==> src/rtl/sysbus_arbiter_if.sv <==
// Requester-side and system-bus-side handshake bundle for sysbus_arbiter.
// Requester vectors are packed flat, requester 0 in the least-significant slice.
interface sysbus_arbiter_if #(
    parameter int BUS_DATA_WIDTH = 64,
    parameter int BUS_TAG_WIDTH  = 13
);
    logic [2:0]                  m_reqcyc;
    logic [3*BUS_DATA_WIDTH-1:0] m_req;
    logic [3*BUS_TAG_WIDTH-1:0]  m_reqtag;
    logic [2:0]                  m_reqack;
    logic [2:0]                  m_respcyc;
    logic [BUS_DATA_WIDTH-1:0]   m_resp;
    logic [BUS_TAG_WIDTH-1:0]    m_resptag;
    logic [2:0]                  m_respack;
    logic                        bus_reqcyc;
    logic [BUS_DATA_WIDTH-1:0]   bus_req;
    logic [BUS_TAG_WIDTH-1:0]    bus_reqtag;
    logic                        bus_reqack;
    logic                        bus_respcyc;
    logic [BUS_DATA_WIDTH-1:0]   bus_resp;
    logic [BUS_TAG_WIDTH-1:0]    bus_resptag;
    logic                        bus_respack;

    // The arbiter is the bus master.
    modport master (
        input  m_reqcyc, m_req, m_reqtag, m_respack,
        input  bus_reqack, bus_respcyc, bus_resp, bus_resptag,
        output m_reqack, m_respcyc, m_resp, m_resptag,
        output bus_reqcyc, bus_req, bus_reqtag, bus_respack
    );

    modport slave (
        output m_reqcyc, m_req, m_reqtag, m_respack,
        output bus_reqack, bus_respcyc, bus_resp, bus_resptag,
        input  m_reqack, m_respcyc, m_resp, m_resptag,
        input  bus_reqcyc, bus_req, bus_reqtag, bus_respack
    );
endinterface

==> src/rtl/sysbus_arbiter.sv <==
// Three-requester system bus arbiter: one whole transaction (address + BEATS data beats) at a time.
// Define SYSBUS_ARB_RR_EN for round-robin arbitration; otherwise fixed priority, lowest index wins.
module sysbus_arbiter #(
    parameter int BUS_DATA_WIDTH = 64,
    parameter int BUS_TAG_WIDTH  = 13,
    parameter int BEATS          = 8
) (
    input logic              clk,
    input logic              reset,
    sysbus_arbiter_if.master sb
);
    localparam int unsigned RW_BIT      = 12;
    localparam logic        SYSBUS_READ = 1'b1;

    typedef enum logic [1:0] {IDLE, ADDR, WDATA, RDATA} state_t;

    state_t     state;
    logic [1:0] gnt;
    logic [3:0] cnt;
    logic [1:0] pick;

    logic [BUS_DATA_WIDTH-1:0] g_req;
    logic [BUS_TAG_WIDTH-1:0]  g_tag;
    logic                      g_reqcyc;
    logic                      g_respack;
    logic                      wbeat;
    logic                      rbeat;
    logic                      last_beat;

    assign g_req     = sb.m_req[gnt*BUS_DATA_WIDTH +: BUS_DATA_WIDTH];
    assign g_tag     = sb.m_reqtag[gnt*BUS_TAG_WIDTH +: BUS_TAG_WIDTH];
    assign g_reqcyc  = sb.m_reqcyc[gnt];
    assign g_respack = sb.m_respack[gnt];
    assign wbeat     = g_reqcyc & sb.bus_reqack;
    assign rbeat     = sb.bus_respcyc & g_respack;
    assign last_beat = (cnt == 4'(BEATS - 1));

`ifdef SYSBUS_ARB_RR_EN
    logic [1:0] rr_ptr;
    logic [1:0] c0, c1, c2;

    // Search order starts just after the last granted requester.
    always_comb begin
        c0 = 2'd0;
        c1 = 2'd1;
        c2 = 2'd2;
        case (rr_ptr)
            2'd0:    begin c0 = 2'd1; c1 = 2'd2; c2 = 2'd0; end
            2'd1:    begin c0 = 2'd2; c1 = 2'd0; c2 = 2'd1; end
            default: ;
        endcase
        if (sb.m_reqcyc[c0])      pick = c0;
        else if (sb.m_reqcyc[c1]) pick = c1;
        else                      pick = c2;
    end
`else
    always_comb begin
        if (sb.m_reqcyc[0])      pick = 2'd0;
        else if (sb.m_reqcyc[1]) pick = 2'd1;
        else                     pick = 2'd2;
    end
`endif

    always_ff @(posedge clk or posedge reset) begin
        if (reset) begin
            state  <= IDLE;
            gnt    <= 2'd0;
            cnt    <= 4'd0;
`ifdef SYSBUS_ARB_RR_EN
            rr_ptr <= 2'd2;
`endif
        end else begin
            unique case (state)
                IDLE: begin
                    if (|sb.m_reqcyc) begin
                        gnt    <= pick;
                        cnt    <= 4'd0;
                        state  <= ADDR;
`ifdef SYSBUS_ARB_RR_EN
                        rr_ptr <= pick;
`endif
                    end
                end
                ADDR: begin
                    if (sb.bus_reqack) begin
                        state <= (g_tag[RW_BIT] == SYSBUS_READ) ? RDATA : WDATA;
                    end
                end
                WDATA, RDATA: begin
                    if ((state == WDATA) ? wbeat : rbeat) begin
                        if (cnt != 4'hF) cnt <= cnt + 4'd1;
                        if (last_beat) state <= IDLE;
                    end
                end
                default: state <= IDLE;
            endcase
        end
    end

    // Only the granted requester ever sees handshakes; everything idles at zero.
    always_comb begin
        sb.bus_reqcyc  = 1'b0;
        sb.bus_req     = '0;
        sb.bus_reqtag  = '0;
        sb.bus_respack = 1'b0;
        sb.m_reqack    = 3'b000;
        sb.m_respcyc   = 3'b000;
        sb.m_resp      = '0;
        sb.m_resptag   = '0;
        unique case (state)
            IDLE: ;
            ADDR: begin
                sb.bus_reqcyc = 1'b1;
                sb.bus_req    = g_req;
                sb.bus_reqtag = g_tag;
                sb.m_reqack   = 3'(sb.bus_reqack) << gnt;
            end
            WDATA: begin
                sb.bus_reqcyc = g_reqcyc;
                sb.bus_req    = g_req;
                sb.bus_reqtag = g_tag;
                sb.m_reqack   = 3'(sb.bus_reqack) << gnt;
            end
            RDATA: begin
                sb.m_respcyc   = 3'(sb.bus_respcyc) << gnt;
                sb.m_resp      = sb.bus_resp;
                sb.m_resptag   = sb.bus_resptag;
                sb.bus_respack = g_respack;
            end
            default: ;
        endcase
    end
endmodule

==> src/flat_wrapper.sv <==
// flat-port wrapper written by rule: the top's interface ports become plain ports
module sysbus_arbiter_flat 
#(
    parameter int BUS_DATA_WIDTH = 64,
    parameter int BUS_TAG_WIDTH  = 13,
    parameter int BEATS          = 8
)
  (clk, reset, sb_m_reqcyc, sb_m_req, sb_m_reqtag, sb_m_respack, sb_bus_reqack, sb_bus_respcyc, sb_bus_resp, sb_bus_resptag, sb_m_reqack, sb_m_respcyc, sb_m_resp, sb_m_resptag, sb_bus_reqcyc, sb_bus_req, sb_bus_reqtag, sb_bus_respack);
  sysbus_arbiter_if #(.BUS_DATA_WIDTH(BUS_DATA_WIDTH), .BUS_TAG_WIDTH(BUS_TAG_WIDTH)) sb_i ();
  input logic clk;
  input logic reset;
  input wire logic [$bits(sb_i.m_reqcyc)-1:0] sb_m_reqcyc;
  input wire logic [$bits(sb_i.m_req)-1:0] sb_m_req;
  input wire logic [$bits(sb_i.m_reqtag)-1:0] sb_m_reqtag;
  input wire logic [$bits(sb_i.m_respack)-1:0] sb_m_respack;
  input wire logic [$bits(sb_i.bus_reqack)-1:0] sb_bus_reqack;
  input wire logic [$bits(sb_i.bus_respcyc)-1:0] sb_bus_respcyc;
  input wire logic [$bits(sb_i.bus_resp)-1:0] sb_bus_resp;
  input wire logic [$bits(sb_i.bus_resptag)-1:0] sb_bus_resptag;
  output wire logic [$bits(sb_i.m_reqack)-1:0] sb_m_reqack;
  output wire logic [$bits(sb_i.m_respcyc)-1:0] sb_m_respcyc;
  output wire logic [$bits(sb_i.m_resp)-1:0] sb_m_resp;
  output wire logic [$bits(sb_i.m_resptag)-1:0] sb_m_resptag;
  output wire logic [$bits(sb_i.bus_reqcyc)-1:0] sb_bus_reqcyc;
  output wire logic [$bits(sb_i.bus_req)-1:0] sb_bus_req;
  output wire logic [$bits(sb_i.bus_reqtag)-1:0] sb_bus_reqtag;
  output wire logic [$bits(sb_i.bus_respack)-1:0] sb_bus_respack;
  assign sb_i.m_reqcyc = sb_m_reqcyc;
  assign sb_i.m_req = sb_m_req;
  assign sb_i.m_reqtag = sb_m_reqtag;
  assign sb_i.m_respack = sb_m_respack;
  assign sb_i.bus_reqack = sb_bus_reqack;
  assign sb_i.bus_respcyc = sb_bus_respcyc;
  assign sb_i.bus_resp = sb_bus_resp;
  assign sb_i.bus_resptag = sb_bus_resptag;
  assign sb_m_reqack = sb_i.m_reqack;
  assign sb_m_respcyc = sb_i.m_respcyc;
  assign sb_m_resp = sb_i.m_resp;
  assign sb_m_resptag = sb_i.m_resptag;
  assign sb_bus_reqcyc = sb_i.bus_reqcyc;
  assign sb_bus_req = sb_i.bus_req;
  assign sb_bus_reqtag = sb_i.bus_reqtag;
  assign sb_bus_respack = sb_i.bus_respack;
  sysbus_arbiter #(.BUS_DATA_WIDTH(BUS_DATA_WIDTH), .BUS_TAG_WIDTH(BUS_TAG_WIDTH), .BEATS(BEATS)) u_core (.clk(clk), .reset(reset), .sb(sb_i));
endmodule
==> config.mk <==
export PLATFORM = sky130hd
export DESIGN_NAME = sysbus_arbiter_flat
export DESIGN_NICKNAME = d
export VERILOG_FILES = /design/src/rtl/sysbus_arbiter_if.sv /design/src/rtl/sysbus_arbiter.sv /design/src/flat_wrapper.sv
export SDC_FILE = /design/constraint.sdc
export NUM_CORES = 1
export LEC_CHECK = 0
export ABC_AREA = 1
export BUFFER_PORTS_ARGS = -buffer_cell sky130_fd_sc_hd__buf_2
export CAP_MARGIN = 20
export CELL_PAD_IN_SITES_DETAIL_PLACEMENT = 0
export CELL_PAD_IN_SITES_GLOBAL_PLACEMENT = 2
export CORE_AREA = 2 2 188 190
export DETAILED_ROUTE_END_ITERATION = 10
export DIE_AREA = 0 0 190 192
export PLACE_DENSITY_LB_ADDON = 0.1
export REMOVE_ABC_BUFFERS = 1
export SLEW_MARGIN = 20
export SYNTH_ARGS = -nofsm -noshare
export SYNTH_HDL_FRONTEND = slang
export SYNTH_SLANG_ARGS = --single-unit
==> constraint.sdc <==
create_clock -name clk -period 2.24 [get_ports clk]
set_input_delay 0.224 -clock clk [delete_from_list [all_inputs] [get_ports clk]]
set_output_delay 0.224 -clock clk [all_outputs]
set_load 0.005 [all_outputs]
# Yosys cells after proc, flatten, opt, wreduce, memory -nomap -nowiden
# Index checks and enable logic that the tools add are counted.
[op_classes]
n_addsub = 1
multipliers = 1
n_lt_le_gt_ge = 1
n_eq_ne = 10
shift = 4
mux = 25
n_bitwise = 2
n_reduce_logical = 8
[op_table]
columns = ["operator", "n"]
rows = [
  ["192-bit by 9-bit variable part select with 64-bit output", 1],
  ["64-bit 2-to-1 mux", 2],
  ["39-bit by 7-bit variable part select with 13-bit output", 1],
  ["13-bit 2-to-1 mux", 2],
  ["2-bit 2-to-1 mux", 6],
  ["4-bit 2-to-1 mux", 3],
  ["2-bit by 1-bit inequality test with 1-bit output, second input constant", 4],
  ["4-bit case mux with 2 select lines", 1],
  ["4-bit AND reduction", 2],
  ["2-bit by 4-bit multiplier with 6-bit output, second input constant", 1],
  ["3-bit 2-to-1 mux", 2],
  ["2-bit case mux with 3 select lines", 1],
  ["1-bit by 2-bit left shift with 3-bit output", 2],
  ["1-bit 2-to-1 mux", 5],
  ["4-bit by 1-bit adder with 4-bit output, second input constant", 1],
  ["1-bit binary-select mux with 2-bit select", 2],
  ["2-bit equality test, second input constant", 2],
  ["4-bit by 3-bit equality test with 1-bit output, second input constant", 1],
  ["4-bit inequality test, second input constant", 1],
  ["2-bit OR reduction", 2],
  ["2-bit by 3-bit less-than comparator with 1-bit output, second input constant", 1],
  ["3-bit OR reduction", 1],
  ["1-bit AND", 2],
  ["2-bit by 1-bit equality test with 1-bit output, second input constant", 1],
  ["other kinds (5)", 5],
]
[word_totals]
regBits = 8
input_bits = 318
out_inout_bits = 162
word_cells = 55

# Longest topological paths before layout
# Gate-level depths: netlist (run 1).
[depth]
word_depth = 6
mapped_depth = 9
ltp_nobuf = 9

# Worst setup path before layout (run 1)
# OpenSTA, ideal clock, no wires.
[synth_path]
path_type = "flip-flop to output port"
start = "reg u_core.state[0]"
end = "out sb_bus_req[57]"
t_arrival_ns = 1.512
required_ns = 2.016
slack_ns = 0.504
stages_incl_launch_ff = 8
path_buffers = 3
path_cell_list = "dfrtp_1 -> inv_1 -> ha_1 -> buf_2 -> buf_2 -> clkbuf_1 -> nand3_1 -> o21ai_1"
[synth_between]
elab_chain_len = 3
word_cells_on_any_way = 4
classes_between = "eq/ne: 2; mux: 1; reduce/logical: 1"
[synth_rtl]
columns = ["element", "line", "text"]
rows = [
  ["from (decl)", "sysbus_arbiter.sv:17", "state_t state;"],
  ["from (signal assigned)", "sysbus_arbiter.sv:86", "state <= (g_tag[RW_BIT] == SYSBUS_READ) ? RDATA : WDATA;"],
  ["2-bit by 1-bit equality test with 1-bit output or 2-bit equality test (tied branches)", "sysbus_arbiter.sv:110", "unique case (state)"],
  ["2-bit OR reduction (no source line) *", "-", ""],
  ["64-bit 2-to-1 mux *", "sysbus_arbiter.sv:110", ""],
  ["to (decl)", "flat_wrapper.sv:25", "output wire logic [$bits(sb_i.bus_req)-1:0] sb_bus_req;"],
]
# Mark *: on every way between the ends. The rest lies on a longest branch, timed or not.

# Worst setup path after layout (run 1)
[layout_path]
start = "reg u_core.state[1]"
end = "out sb_bus_req[7]"
# Same word-level chain as after synthesis.

==> summary.txt, run 1 <==
Timing
  • Peak Freq: 452.5 MHz
  • Period minus WS final: 2210 ps
  • Final Skew: 1.854 ps
  • Setup TNS: 0 ps
  • Fin. Hold Viols: 0
  • Final-report setup violation count: 0
  • Final Max Tran Viols: 0
  • RSZ-0062 raised after global routing: no
  • Slew @ Worst Pin: 433.9 ps
  • Max-slew headroom: 71.08%
  • Final period utilization: 98.65%
  • Hold_ws: 225.6 ps

Critical path
  • Crit path max fanout: 9
  • Critical Path Sink Type: primary output
  • Family with the most delay on the worst path: buffers and inverters
  • Worst Setup Path Type: flip-flop to primary output
  • Buf/Inv on CP: 6
  • Crit path from: u_core.state[1]$_DFFE_PP0P_
  • R2r endpoint: u_core.cnt[3]$_DFFE_PP0P_
  • Crit path to: sb_bus_req[7]
  • Reg2Reg Setup Slack: 550 ps
  • Crit-path max cell delay: 350 ps
  • Crit. path cell count: 10
  • Crit-path cells: inv_2 -> ha_4 -> inv_2 -> nor2_4 -> buf_12 -> buf_12 -> buf_6 -> o21ai_0 -> o21ai_0 -> buf_2
  • Arr. time, crit path: 1990 ps
  • Startpoint types: flip-flop
  • Slowest library cell on the worst path: dfrtp_1
  • Reg2reg path depth: 8
  • Origin of the critical flop-to-flop path: u_core.state[1]$_DFFE_PP0P_
  • CP required: 2020 ps

Finish
  • Register area: 202.7 µm²
  • Multi-input logic area: 0.002213 mm²
  • Commonest non-fill, non-tap cell in the layout: buf_2
  • Final Net Count: 1,393
  • Layout fillers: 4,124
  • Area growth from synthesis to layout: 106.1%
  • Design area: 0.006215 mm²
  • Most frequent cells in the layout: buf_2, nand2_1, o21ai_0
  • Layout cells sized above 1: 49.25%

Global route
  • Vias in the first global route: 5,442
  • Antenna violations before repair: 10
  • Total gr overflow: 0
  • Pin count of the biggest net entering global routing: 81
  • GR Util All Layers: 14.38%
  • First-pass GRT wire length: 38.72 mm

Route
  • Routed WL: 28.63 mm
  • Post-route DRC: 0
  • Via count of the routed design: 5,706
  • DR vias/cell: 3.732
  • DRT Pass-1 Iters: 10
  • Drt wl/cell: 18.72 µm
  • Final ANT Viol Nets: 0
  • DRT iter0 DRCs: 252

Min path
  • Worst hold path stage count: 2
  • Hold Path Class: input pin to flip-flop

Clock network
  • Total CTS buffers: 3
  • Clk slew on worst S/H paths: 40 ps
  • CTS tree: built
  • Root buf cell: clkbuf_16
  • Clock Sink Count: 8
  • Htree depth: 1
  • CTS max path bufs: 2
  • Clock latency on the worst-skew pair: 230 ps

Status
  • Status: complete, no violations

Placement
  • Dpl cell area: 0.005963 mm²
  • IO buf count: 479
  • Post-DP HPWL: 23.08 mm
  • Routability cong.: 0.8803

Yosys
  • Seq/Total Area, Yosys: 6.639%
  • Post-synth cell types: 26
  • Syn Inst Count: 614
  • Yosys reg bits: 8
  • Warnings from Yosys: 0
  • Mean Syn Cell Area: 4.911 µm²
  • Synth Cell Area: 0.003015 mm²

Floorplanning
  • Rows: 68
  • Starting Density: 8.794%
  • Area of the core: 0.03429 mm²
  • IO Pins: 480
  • Die Height: 192 µm
  • Die area: 0.03648 mm²
  • Die width: 190 µm

Pwr
  • VDD IR max: 0.0006096 V
  • PwrDens: 1266 mW/mm²
  • Static Leak: 3.905 nW

Job
  • Max-cap violations: 0
-- flip-flops by register name, indices dropped and copies added (netlist names) --
name / flops
u_core.gnt: 2
u_core.cnt: 4
u_core.state: 2
-- synthesized netlist by cell type --
library cell / n / area share, %
buf_1: 3 / 0.37
a21boi_0: 1 / 0.25
clkbuf_1: 19 / 2.4
o21ai_1: 45 / 7.5
nor2_1: 84 / 10
buf_6: 2 / 0.75
nand4_1: 7 / 1.5
nor2_4: 3 / 1.1
nand2_1: 103 / 13
o22ai_1: 1 / 0.21
inv_1: 89 / 11
nand3_2: 6 / 2.0
ha_1: 6 / 2.5
nor2_2: 1 / 0.21
dfrtp_1: 8 / 6.6
buf_2: 20 / 3.3
buf_4: 8 / 2.0
xnor2_1: 1 / 0.29
inv_4: 1 / 0.21
inv_2: 3 / 0.37
o21ai_0: 110 / 18
nand3_4: 1 / 0.58
nor3_1: 4 / 0.66
a21oi_1: 3 / 0.50
nand3_1: 84 / 14
nand2_2: 1 / 0.21
-- report_power, final --
part           total, mW  internal, mW  leakage [nW]  switching, mW
sequential         0.278         0.199         0.103         0.0787
combinational       7.28          3.01          3.76           4.27
clock              0.313         0.238        0.0382         0.0755
-- logic make-up after synthesis --
family	count (synthesis)	share of synthesized area, %
adder cells (fa/ha/maj)	6	2.490
flip-flops	8	6.639
XOR/XNOR	1	0.2905
AND/OR/NAND/NOR	294	43.44
buffers and inverters	145	20.46
AO/OA/AOI/OAI	160	26.68
-- layout make-up --
cell class	count	area share, %
well taps	455	9.160
inverters	93	5.657
diodes	6	0.2416
repair buffers	502	44.80
clock buffers	4	1.268
flip-flops and latches	8	3.262
multi-input cells	461	35.62
-- worst min path at each step --
stage / startpoint / to
floorplan: reset / u_core.cnt[0]$_DFFE_PP0P_
global placement: reset / u_core.cnt[0]$_DFFE_PP0P_
detailed placement: reset / u_core.cnt[0]$_DFFE_PP0P_
CTS: sb_m_reqcyc[0] / u_core.gnt[0]$_DFFE_PP0P_
global route: sb_m_reqcyc[0] / u_core.gnt[0]$_DFFE_PP0P_
finish: sb_m_reqcyc[0] / u_core.gnt[0]$_DFFE_PP0P_
-- per-stage QoR --
stage          cells  worst slack (ps)  power (mW)  util (%)
2_1_floorplan    562             -1026       3.199         -
3_3_place_gp    1513             176.8       7.170     17.39
3_5_place_dp    1513             169.9       7.026     17.39
4_1_cts         1523            -4.428       8.030     18.05
5_1_grt         1528             9.432       8.683     18.12
6_report        1529             30.18       7.869     18.13
-- metal layers --
| metal | track usage [%] | up-vias | wire length [µm] |
|---|---|---|---|
| li1 | - | 2898 | - |
| met2 | 28.44 | 198 | 15760 |
| met5 | 0 | - | 58 |
| met3 | 2.083 | 22 | 1407 |
| met1 | 16.48 | 2580 | 11220 |
| met4 | 1.998 | 8 | 182 |
-- what timing repair did --
| item | in CTS | in global routing |
|---|---|---|
| setup buffers | 2 | 0 |
| gates resized for setup | 1 | 18 |
| gates cloned | 3 | 0 |
| endpoints found under the setup margin | 13 | 62 |
| hold buffers | 1 | 0 |
| endpoints found under the hold margin | 8 | 0 |
| pin swaps | 1 | 4 |
Power figures use the tool's default switching activity.
==> inputs of run 2 (changes only) <==
--- a/config.mk
+++ b/config.mk
@@ -13,7 +13,7 @@
 export CORE_AREA = 2 2 188 190
 export DETAILED_ROUTE_END_ITERATION = 10
 export DIE_AREA = 0 0 190 192
-export PLACE_DENSITY_LB_ADDON = 0.1
+export PLACE_DENSITY = 0.7
 export REMOVE_ABC_BUFFERS = 1
 export SLEW_MARGIN = 20
 export SYNTH_ARGS = -nofsm -noshare
==> summary.txt, run 2 (synthesis results as in run 1) <==
Status
  • Status: complete, no violations

Floorplanning
  • Starting Density: 8.794% (unchanged)
  • Die Height: 192 µm (unchanged)
  • Die area: 0.03648 mm² (unchanged)
  • Area of the core: 0.03429 mm² (unchanged)
  • Die width: 190 µm (unchanged)
  • Rows: 68 (unchanged)
  • IO Pins: 480 (unchanged)

Finish
  • Final Net Count: 1,389 (-0.29%)
  • Most frequent cells in the layout: buf_2, o21ai_0, nand2_1
  • Biggest regs: u_core.cnt: 4 flops, u_core.gnt: 2 flops, u_core.state: 2 flops
  • Area growth from synthesis to layout: 102.3%
  • Diodes inserted: 0 (-6)
  • Commonest non-fill, non-tap cell in the layout: buf_2
  • Biggest register: u_core.cnt
  • Finished Layout Cells: 1,519 (-0.65%)
  • Layout cells sized above 1: 49.06% (-0.19 points)
  • Max FFs per register: 4 (unchanged)

Critical path
  • Startpoint types: flip-flop
  • Origin of the critical flop-to-flop path: u_core.gnt[0]$_DFFE_PP0P_
  • Reg2Reg Setup Slack: 540 ps (about the same)
  • R2r endpoint: u_core.cnt[0]$_DFFE_PP0P_
  • CP required: 2020 ps (about the same)
  • Crit path max fanout: 11 (+2)
  • Arr. time, crit path: 1960 ps (-30 ps)
  • Critical Path Sink Type: primary output
  • Worst Setup Path Type: flip-flop to primary output
  • Reg2reg path depth: 9 (+1)
  • Crit path from: u_core.state[1]$_DFFE_PP0P_

Placement
  • IO buf count: 479 (unchanged)
  • Routability cong.: 0.9941 (+13%)
  • Post-DP HPWL: 18.17 mm (-21%)
  • Placed insts: 1,507 (-0.40%)
  • DP Worst Slack: 203.1 ps (+33.25 ps)

Global route
  • Vias in the first global route: 5,207 (-4.3%)
  • Antenna violations before repair: 2 (-8)
  • Pin count of the biggest net entering global routing: 80 (-1.2%)
  • GR Util All Layers: 10.81% (-3.6 points)
  • First-pass GRT wire length: 30.87 mm (-20%)
  • Total gr overflow: 0 (unchanged)

Timing
  • Max-slew headroom: 76.05% (+5.0 points)
  • Period minus WS final: 2179 ps (-30.48 ps)
  • Peak Freq: 458.9 MHz (+1.4%)
  • Final Max Tran Viols: 0 (unchanged)
  • Final-report setup violation count: 0 (unchanged)
  • RSZ-0062 raised after global routing: yes
  • Final period utilization: 97.29% (-1.4 points)
  • Setup TNS: 0 ps (unchanged)
  • Final Skew: 1.120 ps (-0.7348 ps)
  • Final WS setup: 60.67 ps (+30.48 ps)
  • Slew @ Worst Pin: 359.2 ps (-74.67 ps)
  • Fin. Hold Viols: 0 (unchanged)

Min path
  • Worst hold path stage count: 2 (unchanged)
  • WHS Endpoint: u_core.gnt[0]$_DFFE_PP0P_
  • Hold_sp: sb_m_reqcyc[0]
  • Hold Path Class: input pin to flip-flop

Clock network
  • Clock Sink Count: 8 (unchanged)
  • Htree depth: 1 (unchanged)
  • CTS max path bufs: 2 (unchanged)
  • CTS tree: built
  • Root buf cell: clkbuf_16
  • Total CTS buffers: 3 (unchanged)
  • Clk slew on worst S/H paths: 40 ps (about the same)
  • Clock latency on the worst-skew pair: 230 ps (about the same)

Route
  • Final ANT Viol Nets: 0 (unchanged)
  • DRT iter0 DRCs: 300 (+19%)
  • Routed WL: 22.83 mm (-20%)
  • Drt wl/cell: 15.03 µm (-20%)
  • DRT Pass-1 Iters: 5 (-5)
  • Post-route DRC: 0 (unchanged)
  • Via count of the routed design: 5,774 (+1.2%)
  • DR vias/cell: 3.801 (+1.9%)

Pwr
  • Static Leak: 3.848 nW (-1.5%)
  • VDD IR max: 0.0006729 V (+10%)
  • PwrDens: 1181 mW/mm² (-6.8%)

Job
  • Max-cap violations: 0 (unchanged)
[run 2: stage by stage]
step | hold WS, ps | instance area [µm²] | util (%) | power, mW
after floorplan | 39.66 | 2750 | - | 3.199
after global placement | 202.2 | 5903 | 17.22 | 6.587
after detailed placement | 200.3 | 5903 | 17.22 | 6.521
after CTS | 224.6 | 5996 | 17.49 | 6.874
after global routing | 228.6 | 6101 | 17.79 | 7.998
final | 226.0 | 6101 | 17.79 | 7.204
[run 2: what timing repair did]
action / 4_1_cts / 5_1_grt
buffers inserted: 0 / 4
gates cloned: 0 / 3
hold buffers: 1 / 0
resized for setup: 1 / 12
hold endpoints to repair: 8 / 0
endpoints found under the setup margin: 15 / 68
pin swaps: 0 / 4
[run 2: layer usage]
layer  up-vias  track usage, %  share of wire, %
li1       2878               -                 -
met1      2641           14.47                43
met2       235           18.99                50
met3        16           1.681               6.1
met4         4          0.7454              0.59
met5         -               0              0.12
[run 2: critical path: stages (launching register included)]
cell	delay, ps
dfrtp_1	400
inv_2	70
ha_4	290
inv_2	50
nor2_4	220
buf_12	160
buf_8	150
o21ai_0	110
o21ai_1	140
buf_2	130
[run 2: how the worst max path moves through the flow]
stage	cells after the start	to	slack [ps]
6_report	9	sb_bus_req[31]	60
5_1_grt	8	sb_bus_req[13]	-10
4_1_cts	8	sb_bus_req[13]	40
3_5_place_dp	8	sb_bus_reqtag[4]	200
3_3_place_gp	8	sb_bus_req[17]	260
2_1_floorplan	6	sb_bus_req[0]	-1030
[run 2: cell type report]
| cell class | count | area, µm² |
|---|---|---|
| Tap cell | 455 | 569.3 |
| Fill cell | 4073 | 28190 |
| Inverter | 93 | 351.6 |
| Clock buffer | 4 | 78.83 |
| Timing Repair Buffer | 498 | 2684 |
| Sequential cell | 8 | 203.9 |
| Multi-Input combinational cell | 461 | 2213 |
[run 2: power breakdown]
part	switching (mW)	internal, mW
clock network	0.0749	0.238
registers	0.0848	0.201
logic	3.97	2.63
total	4.13	3.07
